## config.mk

```make
export PLATFORM = sky130hd
export DESIGN_NAME = lsu_bus_master_flat
export DESIGN_NICKNAME = d
export VERILOG_FILES = /design/src/rtl/bus_pkg.sv /design/src/rtl/lsu_bus_master_if.sv /design/src/rtl/bus_watchdog.sv /design/src/rtl/lsu_bus_master.sv /design/src/flat_wrapper.sv
export SDC_FILE = /design/constraint.sdc
export NUM_CORES = 1
export LEC_CHECK = 0
export CORE_ASPECT_RATIO = 0.7
export CORE_UTILIZATION = 42
export CTS_BUF_LIST = sky130_fd_sc_hd__clkbuf_8 sky130_fd_sc_hd__clkbuf_16
export DETAILED_ROUTE_END_ITERATION = 8
export PLACE_DENSITY_LB_ADDON = 0.3
export SLEW_MARGIN = 5
export SYNTH_ARGS = -nofsm -noshare
export SYNTH_HDL_FRONTEND = slang
export SYNTH_SLANG_ARGS = --single-unit
```

## constraint.sdc

```tcl
create_clock -name clock -period 2.8 [get_ports clock]
set_clock_uncertainty 0.15 [all_clocks]
set_input_delay 0.28 -clock clock [delete_from_list [all_inputs] [get_ports clock]]
set_output_delay 0.28 -clock clock [all_outputs]
set_load 0.01 [all_outputs]
```

## src/rtl/bus_pkg.sv

```systemverilog
// ---------------------------------------------------------------------------
// bus_pkg
// Shared definitions for the data-side and fetch-side bus masters:
//   lsu_bus_state_t : transaction FSM states
//   RESP_*          : AXI4-Lite response codes
//   resp_is_err()   : maps an xRESP code onto the single error bit the LSU sees
// ---------------------------------------------------------------------------
package bus_pkg;

  typedef enum logic [2:0] {
    IDLE,
    RD_ADDR,
    RD_DATA,
    WR_REQ,
    WR_RESP,
    DONE
  } lsu_bus_state_t;

  localparam logic [1:0] RESP_OKAY   = 2'b00;
  localparam logic [1:0] RESP_SLVERR = 2'b10;
  localparam logic [1:0] RESP_DECERR = 2'b11;

  // Anything other than OKAY (including EXOKAY, which this bus never uses)
  // is reported to the core as an error.
  function automatic logic resp_is_err(input logic [1:0] resp);
    return resp != RESP_OKAY;
  endfunction

endpackage

```

## src/rtl/lsu_bus_master_if.sv

```systemverilog
// ---------------------------------------------------------------------------
// lsu_bus_master_if
// AXI4-Lite data-memory bus between the LSU bus master and the memory slave.
//   master modport : drives AW/W/AR valids + payloads, bready, rready
//   slave  modport : drives awready, wready, arready, B and R channels
// ---------------------------------------------------------------------------
interface lsu_bus_master_if;

  logic        awvalid;
  logic        awready;
  logic [31:0] awaddr;

  logic        wvalid;
  logic        wready;
  logic [31:0] wdata;
  logic [3:0]  wstrb;

  logic        bvalid;
  logic        bready;
  logic [1:0]  bresp;

  logic        arvalid;
  logic        arready;
  logic [31:0] araddr;

  logic        rvalid;
  logic        rready;
  logic [31:0] rdata;
  logic [1:0]  rresp;

  modport master (
    output awvalid, awaddr, wvalid, wdata, wstrb, bready, arvalid, araddr, rready,
    input  awready, wready, bvalid, bresp, arready, rvalid, rdata, rresp
  );

  modport slave (
    input  awvalid, awaddr, wvalid, wdata, wstrb, bready, arvalid, araddr, rready,
    output awready, wready, bvalid, bresp, arready, rvalid, rdata, rresp
  );

endinterface

```

## src/rtl/bus_watchdog.sv

```systemverilog
// ---------------------------------------------------------------------------
// bus_watchdog
// Counts cycles a bus transaction spends waiting and flags when the budget
// is used up. Shared by the load/store and fetch bus masters.
//   clock, reset : system clock, synchronous active-high reset
//   clear        : restart the count (transaction accepted)
//   enable       : count this cycle (transaction is waiting on the bus)
//   expired      : this waiting cycle is the TIMEOUT-th one; the owner must
//                  force completion at the coming edge
// TIMEOUT = 0 removes the counter and expired is tied low.
// ---------------------------------------------------------------------------
module bus_watchdog #(
  parameter int TIMEOUT = 255
) (
  input  logic clock,
  input  logic reset,
  input  logic clear,
  input  logic enable,
  output logic expired
);

  localparam int TO_W = (TIMEOUT < 1) ? 1 : $clog2(TIMEOUT + 1);

  if (TIMEOUT == 0) begin : g_off
    logic unused_inputs;
    assign unused_inputs = ^{clock, reset, clear, enable};
    assign expired       = 1'b0;
  end else begin : g_on
    localparam logic [TO_W-1:0] LIMIT = TO_W'(TIMEOUT);

    logic [TO_W-1:0] count_q, count_d;

    // NOTE: every combinational output gets a default before any branch, so
    // no path leaves it unassigned and no latch is inferred.
    always_comb begin
      count_d = count_q;
      if (clear) begin
        count_d = '0;
      end else if (enable && (count_q != LIMIT)) begin
        count_d = count_q + 1'b1;  // saturates at LIMIT, never wraps
      end
    end

    // NOTE: state registers use non-blocking assignments so every flop
    // samples its inputs from the same edge regardless of statement order.
    always_ff @(posedge clock) begin
      if (reset) begin
        count_q <= '0;
      end else begin
        count_q <= count_d;
      end
    end

    // The count is the number of waiting cycles already completed, so the
    // one that takes it to LIMIT is the cycle where it reads LIMIT-1.
    assign expired = enable && !clear && (count_q >= (LIMIT - 1'b1));
  end

endmodule

```

## src/rtl/lsu_bus_master.sv

```systemverilog
// ---------------------------------------------------------------------------
// lsu_bus_master
// Turns one LSU request pulse into a single AXI4-Lite read or write and
// returns a one-cycle completion pulse with read data and an error flag.
// One transaction in flight; a watchdog converts a hung bus into an error.
//   clock, reset   : system clock, synchronous active-high reset
//   req_valid      : request pulse, only looked at in IDLE
//   req_wen        : 1 = store, 0 = load
//   req_addr       : byte address; the bus sees it word aligned
//   req_wdata/wmask: store data and byte strobes, already lane aligned
//   resp_valid     : one-cycle completion pulse
//   resp_rdata     : read word on loads, 0 on stores and timeouts (held)
//   resp_err       : bus error response or watchdog expiry (held)
//   busy           : acceptance through the DONE cycle
//   bus            : AXI4-Lite master port
// ---------------------------------------------------------------------------
module lsu_bus_master
  import bus_pkg::*;
#(
  parameter int TIMEOUT = 255
) (
  input  logic                    clock,
  input  logic                    reset,
  input  logic                    req_valid,
  input  logic                    req_wen,
  input  logic [31:0]             req_addr,
  input  logic [31:0]             req_wdata,
  input  logic [3:0]              req_wmask,
  output logic                    resp_valid,
  output logic [31:0]             resp_rdata,
  output logic                    resp_err,
  output logic                    busy,
  lsu_bus_master_if.master        bus
);

  lsu_bus_state_t state_q;

  logic [29:0] addr_q;
  logic [31:0] wdata_q;
  logic [3:0]  wmask_q;
  logic        aw_done_q, w_done_q;
  logic        awvalid_q, wvalid_q, bready_q, arvalid_q, rready_q;
  logic        resp_valid_q, resp_err_q, busy_q;
  logic [31:0] resp_rdata_q;

  logic accept, aw_hs, w_hs, progress, wd_enable, wd_expired, timeout_fire;

  // The byte offset never reaches the bus; the LSU has already lane-aligned
  // data and strobes.
  logic unused_addr_bits;
  assign unused_addr_bits = ^req_addr[1:0];

  assign accept    = (state_q == IDLE) && req_valid;
  assign aw_hs     = awvalid_q && bus.awready;
  assign w_hs      = wvalid_q && bus.wready;
  assign wd_enable = state_q inside {RD_ADDR, RD_DATA, WR_REQ, WR_RESP};

  bus_watchdog #(.TIMEOUT(TIMEOUT)) u_watchdog (
    .clock   (clock),
    .reset   (reset),
    .clear   (accept),
    .enable  (wd_enable),
    .expired (wd_expired)
  );

  // A handshake landing in the expiry cycle lets the transaction move on
  // instead of being killed.
  always_comb begin
    progress = 1'b0;
    case (state_q)
      RD_ADDR: progress = bus.arready;
      RD_DATA: progress = bus.rvalid;
      WR_REQ:  progress = aw_hs || w_hs;
      WR_RESP: progress = bus.bvalid;
      default: progress = 1'b0;
    endcase
  end

  assign timeout_fire = wd_expired && !progress;

  always_ff @(posedge clock) begin
    if (reset) begin
      state_q      <= IDLE;
      addr_q       <= '0;
      wdata_q      <= '0;
      wmask_q      <= '0;
      aw_done_q    <= 1'b0;
      w_done_q     <= 1'b0;
      awvalid_q    <= 1'b0;
      wvalid_q     <= 1'b0;
      bready_q     <= 1'b0;
      arvalid_q    <= 1'b0;
      rready_q     <= 1'b0;
      resp_valid_q <= 1'b0;
      resp_err_q   <= 1'b0;
      resp_rdata_q <= '0;
      busy_q       <= 1'b0;
    end else begin
      resp_valid_q <= 1'b0;

      if (timeout_fire) begin
        // Abandon the bus: any beat still in flight is simply not tracked.
        awvalid_q    <= 1'b0;
        wvalid_q     <= 1'b0;
        bready_q     <= 1'b0;
        arvalid_q    <= 1'b0;
        rready_q     <= 1'b0;
        resp_err_q   <= 1'b1;
        resp_rdata_q <= '0;
        resp_valid_q <= 1'b1;
        state_q      <= DONE;
      end else begin
        case (state_q)
          IDLE: begin
            if (req_valid) begin
              addr_q    <= req_addr[31:2];
              wdata_q   <= req_wdata;
              wmask_q   <= req_wmask;
              aw_done_q <= 1'b0;
              w_done_q  <= 1'b0;
              busy_q    <= 1'b1;
              if (req_wen) begin
                awvalid_q <= 1'b1;
                wvalid_q  <= 1'b1;
                state_q   <= WR_REQ;
              end else begin
                arvalid_q <= 1'b1;
                state_q   <= RD_ADDR;
              end
            end
          end

          RD_ADDR: begin
            if (bus.arready) begin
              arvalid_q <= 1'b0;
              rready_q  <= 1'b1;
              state_q   <= RD_DATA;
            end
          end

          RD_DATA: begin
            if (bus.rvalid) begin
              rready_q     <= 1'b0;
              resp_rdata_q <= bus.rdata;
              resp_err_q   <= resp_is_err(bus.rresp);
              resp_valid_q <= 1'b1;
              state_q      <= DONE;
            end
          end

          WR_REQ: begin
            // AW and W complete independently, possibly in the same cycle.
            if (aw_hs) begin
              awvalid_q <= 1'b0;
              aw_done_q <= 1'b1;
            end
            if (w_hs) begin
              wvalid_q <= 1'b0;
              w_done_q <= 1'b1;
            end
            if ((aw_done_q || aw_hs) && (w_done_q || w_hs)) begin
              bready_q <= 1'b1;
              state_q  <= WR_RESP;
            end
          end

          WR_RESP: begin
            if (bus.bvalid) begin
              bready_q     <= 1'b0;
              resp_rdata_q <= '0;
              resp_err_q   <= resp_is_err(bus.bresp);
              resp_valid_q <= 1'b1;
              state_q      <= DONE;
            end
          end

          DONE: begin
            busy_q  <= 1'b0;
            state_q <= IDLE;
          end

          default: state_q <= IDLE;
        endcase
      end
    end
  end

  assign bus.awvalid = awvalid_q;
  assign bus.awaddr  = {addr_q, 2'b00};
  assign bus.wvalid  = wvalid_q;
  assign bus.wdata   = wdata_q;
  assign bus.wstrb   = wmask_q;
  assign bus.bready  = bready_q;
  assign bus.arvalid = arvalid_q;
  assign bus.araddr  = {addr_q, 2'b00};
  assign bus.rready  = rready_q;

  assign resp_valid = resp_valid_q;
  assign resp_rdata = resp_rdata_q;
  assign resp_err   = resp_err_q;
  assign busy       = busy_q;

endmodule

```

## src/flat_wrapper.sv

```systemverilog
// flat-port wrapper written by rule: the top's interface ports become plain ports
module lsu_bus_master_flat import bus_pkg::*;
#(
  parameter int TIMEOUT = 255
)
  (clock, reset, req_valid, req_wen, req_addr, req_wdata, req_wmask, resp_valid, resp_rdata, resp_err, busy, bus_awvalid, bus_awaddr, bus_wvalid, bus_wdata, bus_wstrb, bus_bready, bus_arvalid, bus_araddr, bus_rready, bus_awready, bus_wready, bus_bvalid, bus_bresp, bus_arready, bus_rvalid, bus_rdata, bus_rresp);
  lsu_bus_master_if bus_i ();
  input  logic clock;
  input  logic reset;
  input  logic req_valid;
  input  logic req_wen;
  input  logic [31:0] req_addr;
  input  logic [31:0] req_wdata;
  input  logic [3:0] req_wmask;
  output logic resp_valid;
  output logic [31:0] resp_rdata;
  output logic resp_err;
  output logic busy;
  output wire logic [$bits(bus_i.awvalid)-1:0] bus_awvalid;
  output wire logic [$bits(bus_i.awaddr)-1:0] bus_awaddr;
  output wire logic [$bits(bus_i.wvalid)-1:0] bus_wvalid;
  output wire logic [$bits(bus_i.wdata)-1:0] bus_wdata;
  output wire logic [$bits(bus_i.wstrb)-1:0] bus_wstrb;
  output wire logic [$bits(bus_i.bready)-1:0] bus_bready;
  output wire logic [$bits(bus_i.arvalid)-1:0] bus_arvalid;
  output wire logic [$bits(bus_i.araddr)-1:0] bus_araddr;
  output wire logic [$bits(bus_i.rready)-1:0] bus_rready;
  input wire logic [$bits(bus_i.awready)-1:0] bus_awready;
  input wire logic [$bits(bus_i.wready)-1:0] bus_wready;
  input wire logic [$bits(bus_i.bvalid)-1:0] bus_bvalid;
  input wire logic [$bits(bus_i.bresp)-1:0] bus_bresp;
  input wire logic [$bits(bus_i.arready)-1:0] bus_arready;
  input wire logic [$bits(bus_i.rvalid)-1:0] bus_rvalid;
  input wire logic [$bits(bus_i.rdata)-1:0] bus_rdata;
  input wire logic [$bits(bus_i.rresp)-1:0] bus_rresp;
  assign bus_awvalid = bus_i.awvalid;
  assign bus_awaddr = bus_i.awaddr;
  assign bus_wvalid = bus_i.wvalid;
  assign bus_wdata = bus_i.wdata;
  assign bus_wstrb = bus_i.wstrb;
  assign bus_bready = bus_i.bready;
  assign bus_arvalid = bus_i.arvalid;
  assign bus_araddr = bus_i.araddr;
  assign bus_rready = bus_i.rready;
  assign bus_i.awready = bus_awready;
  assign bus_i.wready = bus_wready;
  assign bus_i.bvalid = bus_bvalid;
  assign bus_i.bresp = bus_bresp;
  assign bus_i.arready = bus_arready;
  assign bus_i.rvalid = bus_rvalid;
  assign bus_i.rdata = bus_rdata;
  assign bus_i.rresp = bus_rresp;
  lsu_bus_master #(.TIMEOUT(TIMEOUT)) u_core (.clock(clock), .reset(reset), .req_valid(req_valid), .req_wen(req_wen), .req_addr(req_addr), .req_wdata(req_wdata), .req_wmask(req_wmask), .resp_valid(resp_valid), .resp_rdata(resp_rdata), .resp_err(resp_err), .busy(busy), .bus(bus_i));
endmodule
```

==> run_results.csv <==
group,metric,value,unit
status,status,"complete, no violations",
timing,finalCriticalPeriod,2.44,ns
route,drt-wirelength-per-cell,14.4,µm
cts,cts_tree,"done",
grt,track_usage,23.4,%
setup_path,r2r_end,"u_core.resp_rdata[26]$_SDFFE_PP0P_",
floorplan,die_w,129,µm
yosys,synth_area,4760,µm²
route,via_per_inst,4.97,
route,drtIter0Drc,287,
cts,cts_resized,0,
power_and_ir_drop,max-vdd-ir-drop,0.533,mV
floorplan,die_area,11800,µm²
cts,clock_latency,0.40,ns
floorplan,initial_utilization,43.2,%
place,place_congestion,0.839,
floorplan,ios,253,
hold_path,hold_start,"reset",
timing,maxSlewViolCount,0,
floorplan,die_y,91.0,µm
timing,holdWs,0.102,ns
timing,fin_tns_setup,0,ns
grt,overflow,0,
cts,clock_path_buffers,2,
yosys,synth_seq_cells,119,
timing,period_share,87.2,%
power_and_ir_drop,power.leakage,2.77,nW
timing,maxSlewHeadroom,56.9,%
setup_path,r2r_cells,6,
place,dp_hpwl,9650,µm
power_and_ir_drop,power.switching,1.36,mW
cells_and_area,synthToLayoutAreaGrowth,62.5,%
route,dr.pass1.iters,5,
setup_path,worstPathMaxFanout,34,
yosys,yosys_warnings,0,
route,drt-total-wl,14000,µm
hold_path,min_path_cells,2,
cts,clkTransAtPathRegs,0.06,ns
grt,antenna_found_initial,0,
setup_path,cp_slowest_cell,"dfxtp_1",
power_and_ir_drop,p_int,3.99,mW
setup_path,cp.required,2.93,ns
power_and_ir_drop,swShare,25.5,%
route,num_vias,4831,
cells_and_area,antenna_cells,0,
setup_path,worstPathCellList,"clkinv_1 -> a21oi_1 -> o221ai_2 -> o31ai_4 -> buf_12 -> a21oi_1",
cts,cts_setup_buffers,0,
grt,grt_pass1_vias,4391,
power_and_ir_drop,power_density,692,nW/µm²
timing,setup_viol,0,
timing,fmax,0.410,GHz
cts,clock-sinks,119,
power_and_ir_drop,pwr-share-clk,44.2,%
timing,worst_pin_slew,0.646,ns
cts,cts_made_buffers,17,
cts,hold_buffers,0,
run,cap_violations,0,
cells_and_area,drive_above_1_share,5.73,%
route,drc,0,
route,postRouteAntennaNets,0,
power_and_ir_drop,p_comb_share,19.5,%
setup_path,end_kind,"flop",
timing,rsz0062_at_grt,"false",
timing,hold_viol,0,
setup_path,cp-start-kind,"flop",
grt,grt_pass1_wl,21700,µm
power_and_ir_drop,p_seq_share,36.3,%
setup_path,cpMostUsedCell,"a21oi_1",
hold_path,min_to,"u_core.w_done_q$_SDFFE_PP0P_",
cts,htreeDepth,4,
setup_path,critPathKind,"reg2reg",
setup_path,max_stage_delay,0.63,ns
setup_path,arrival,2.58,ns
floorplan,core-area,11000,µm²
setup_path,r2r-start,"u_core.state_q[0]$_SDFFE_PP0P_",
yosys,avgSynthCellArea,7.86,µm²
setup_path,r2r_slack,0.36,ns
yosys,netlist_instances,605,
cts,root_buffer,"clkbuf_16",
place,numPortBuffers,246,
grt,grt_max_degree,69,
yosys,synth.yosys.seq_area_share,50.1,%
yosys,netlist-cell-type-count,39,
floorplan,rows,32,
cells_and_area,fin_nets,922,
hold_path,hold_class,"in2reg",
worst max-delay path by stage:
| stage | cells after the start | start | to | slack [ns] |
|---|---|---|---|---|
| finish | 6 | u_core.state_q[0]$_SDFFE_PP0P_ | u_core.resp_rdata[26]$_SDFFE_PP0P_ | 0.36 |
| global route | 6 | u_core.state_q[0]$_SDFFE_PP0P_ | u_core.resp_rdata[17]$_SDFFE_PP0P_ | 0.21 |
| floorplan | 8 | u_core.state_q[2]$_SDFFE_PP0P_ | u_core.bus.awvalid$_SDFFE_PP0P_ | 0.89 |
| detailed placement | 6 | u_core.state_q[0]$_SDFFE_PP0P_ | u_core.resp_rdata[7]$_SDFFE_PP0P_ | 0.47 |
| global placement | 6 | u_core.state_q[0]$_SDFFE_PP0P_ | u_core.resp_rdata[26]$_SDFFE_PP0P_ | 0.51 |
| CTS | 6 | u_core.state_q[0]$_SDFFE_PP0P_ | u_core.resp_rdata[7]$_SDFFE_PP0P_ | 0.41 |
cell type report:
type	count	area, µm²
Clock buffer	18	439
Tap cell	153	191
Inverter	5	18.8
Multi-Input combinational cell	409	1940
Timing Repair Buffer	255	2550
Clock inverter	14	208
Fill cell	848	3280
Sequential cell	119	2380
synthesized netlist by cell type:
master | number | area [µm²]
buf_2 | 10 | 50.1
xnor2_1 | 6 | 52.6
or3b_1 | 1 | 8.76
o31ai_2 | 1 | 12.5
nor2_4 | 1 | 11.3
or3_1 | 4 | 25.0
buf_1 | 1 | 3.75
buf_6 | 3 | 33.8
a31oi_1 | 3 | 18.8
o21ai_0 | 8 | 40.0
inv_1 | 4 | 15.0
ha_1 | 2 | 25.0
nor2_1 | 16 | 60.1
a22oi_1 | 1 | 7.51
nor4_1 | 2 | 12.5
nor3_1 | 5 | 25.0
nand2_1 | 187 | 702
clkbuf_1 | 26 | 97.6
o221ai_2 | 1 | 15.0
nand4_1 | 1 | 6.26
conb_1 | 1 | 3.75
a32oi_1 | 2 | 17.5
nand3b_1 | 2 | 15.0
a21o_1 | 1 | 7.51
o311ai_0 | 1 | 8.76
a2111oi_0 | 1 | 8.76
nand3_1 | 35 | 175
nor3b_1 | 1 | 7.51
dfxtp_1 | 119 | 2380
a211oi_1 | 1 | 7.51
o311ai_1 | 1 | 8.76
and3b_1 | 1 | 8.76
mux2_2 | 1 | 11.3
nand2b_1 | 4 | 25.0
a21oi_1 | 113 | 566
a21boi_0 | 1 | 7.51
clkinv_1 | 1 | 3.75
buf_4 | 35 | 263
and2_1 | 1 | 6.26
stage by stage:
stage / setup WS (ns) / instance area [µm²] / util [%] / power (mW) / cells
2_1_floorplan: 0.888 / 4770 / - / 2.47 / 608
3_3_place_gp: 0.507 / 7080 / 64.3 / 2.98 / 941
3_5_place_dp: 0.466 / 7080 / 64.3 / 3.02 / 941
4_1_cts: 0.414 / 7730 / 70.2 / 5.38 / 973
5_1_grt: 0.206 / 7730 / 70.2 / 5.56 / 973
6_report: 0.360 / 7730 / 70.2 / 5.35 / 973
placed cells by master, fill, tap and decap left out, drive strengths merged, types with 2 or more instances in the layout:
| master | Yosys | layout |
|---|---|---|
| buf | 49 | 10 |
| clkinvlp | 0 | 3 |
| bufinv | 0 | 5 |
| o21ai | 8 | 8 |
| ha | 2 | 2 |
| nand3 | 35 | 35 |
| nand2b | 4 | 4 |
| xnor2 | 6 | 6 |
| a32oi | 2 | 2 |
| nand2 | 187 | 187 |
| dfxtp | 119 | 119 |
| or3 | 4 | 4 |
| clkinv | 1 | 5 |
| o311ai | 2 | 2 |
| nor3 | 5 | 5 |
| conb | 1 | 4 |
| a31oi | 3 | 3 |
| clkdlybuf4s50 | 0 | 245 |
| nor4 | 2 | 2 |
| clkbuf | 26 | 18 |
| nand3b | 2 | 2 |
| nor2 | 17 | 17 |
| inv | 4 | 6 |
| a21oi | 113 | 113 |
cell families after synthesis:
| logic type | after synthesis | synth area share, % |
|---|---|---|
| flip-flops | 119 | 50.1 |
| other | 1 | 0.0789 |
| AND/OR/NAND/NOR | 261 | 22.9 |
| AO/OA/AOI/OAI | 135 | 15.3 |
| adder cells (fa/ha/maj) | 2 | 0.526 |
| multiplexers | 1 | 0.237 |
| XOR/XNOR | 6 | 1.10 |
| buffers and inverters | 80 | 9.81 |
layer usage:
metal  track usage, %  vias up  part of all wire, %
met4             6.67        0                  1.3
met1             28.5     2261                   43
li1                 -     2364                    -
met5                0        -                    0
met2             39.6      184                   48
met3             7.01       22                  7.5
worst max-delay path, delay by kind of cell (launching register included):
| kind | cells | cell delay (ns) |
|---|---|---|
| AOI/OAI and AO/OA | 4 | 0.90 |
| DFF | 1 | 0.63 |
| buffers and inverters | 2 | 0.61 |
registers in the layout (all words and copies together) (netlist names), 3 cells and up:
signal and count:
u_core.resp_rdata 32, u_core.addr_q 30, u_core.state_q 3, u_core.u_watchdog.g_on.count_q 8, u_core.bus.wstrb 4, u_core.bus.wdata 32
power by group through the flow:
stage | sequential, mW | clock (mW) | combinational, mW
2_1_floorplan | 2.01 | 0 | 0.467
3_3_place_gp | 1.96 | 0 | 1.02
3_5_place_dp | 1.97 | 0 | 1.04
4_1_cts | 1.94 | 2.39 | 1.05
5_1_grt | 1.96 | 2.47 | 1.13
6_report | 1.94 | 2.36 | 1.05
No activity file was read; power rests on OpenSTA's default activity.
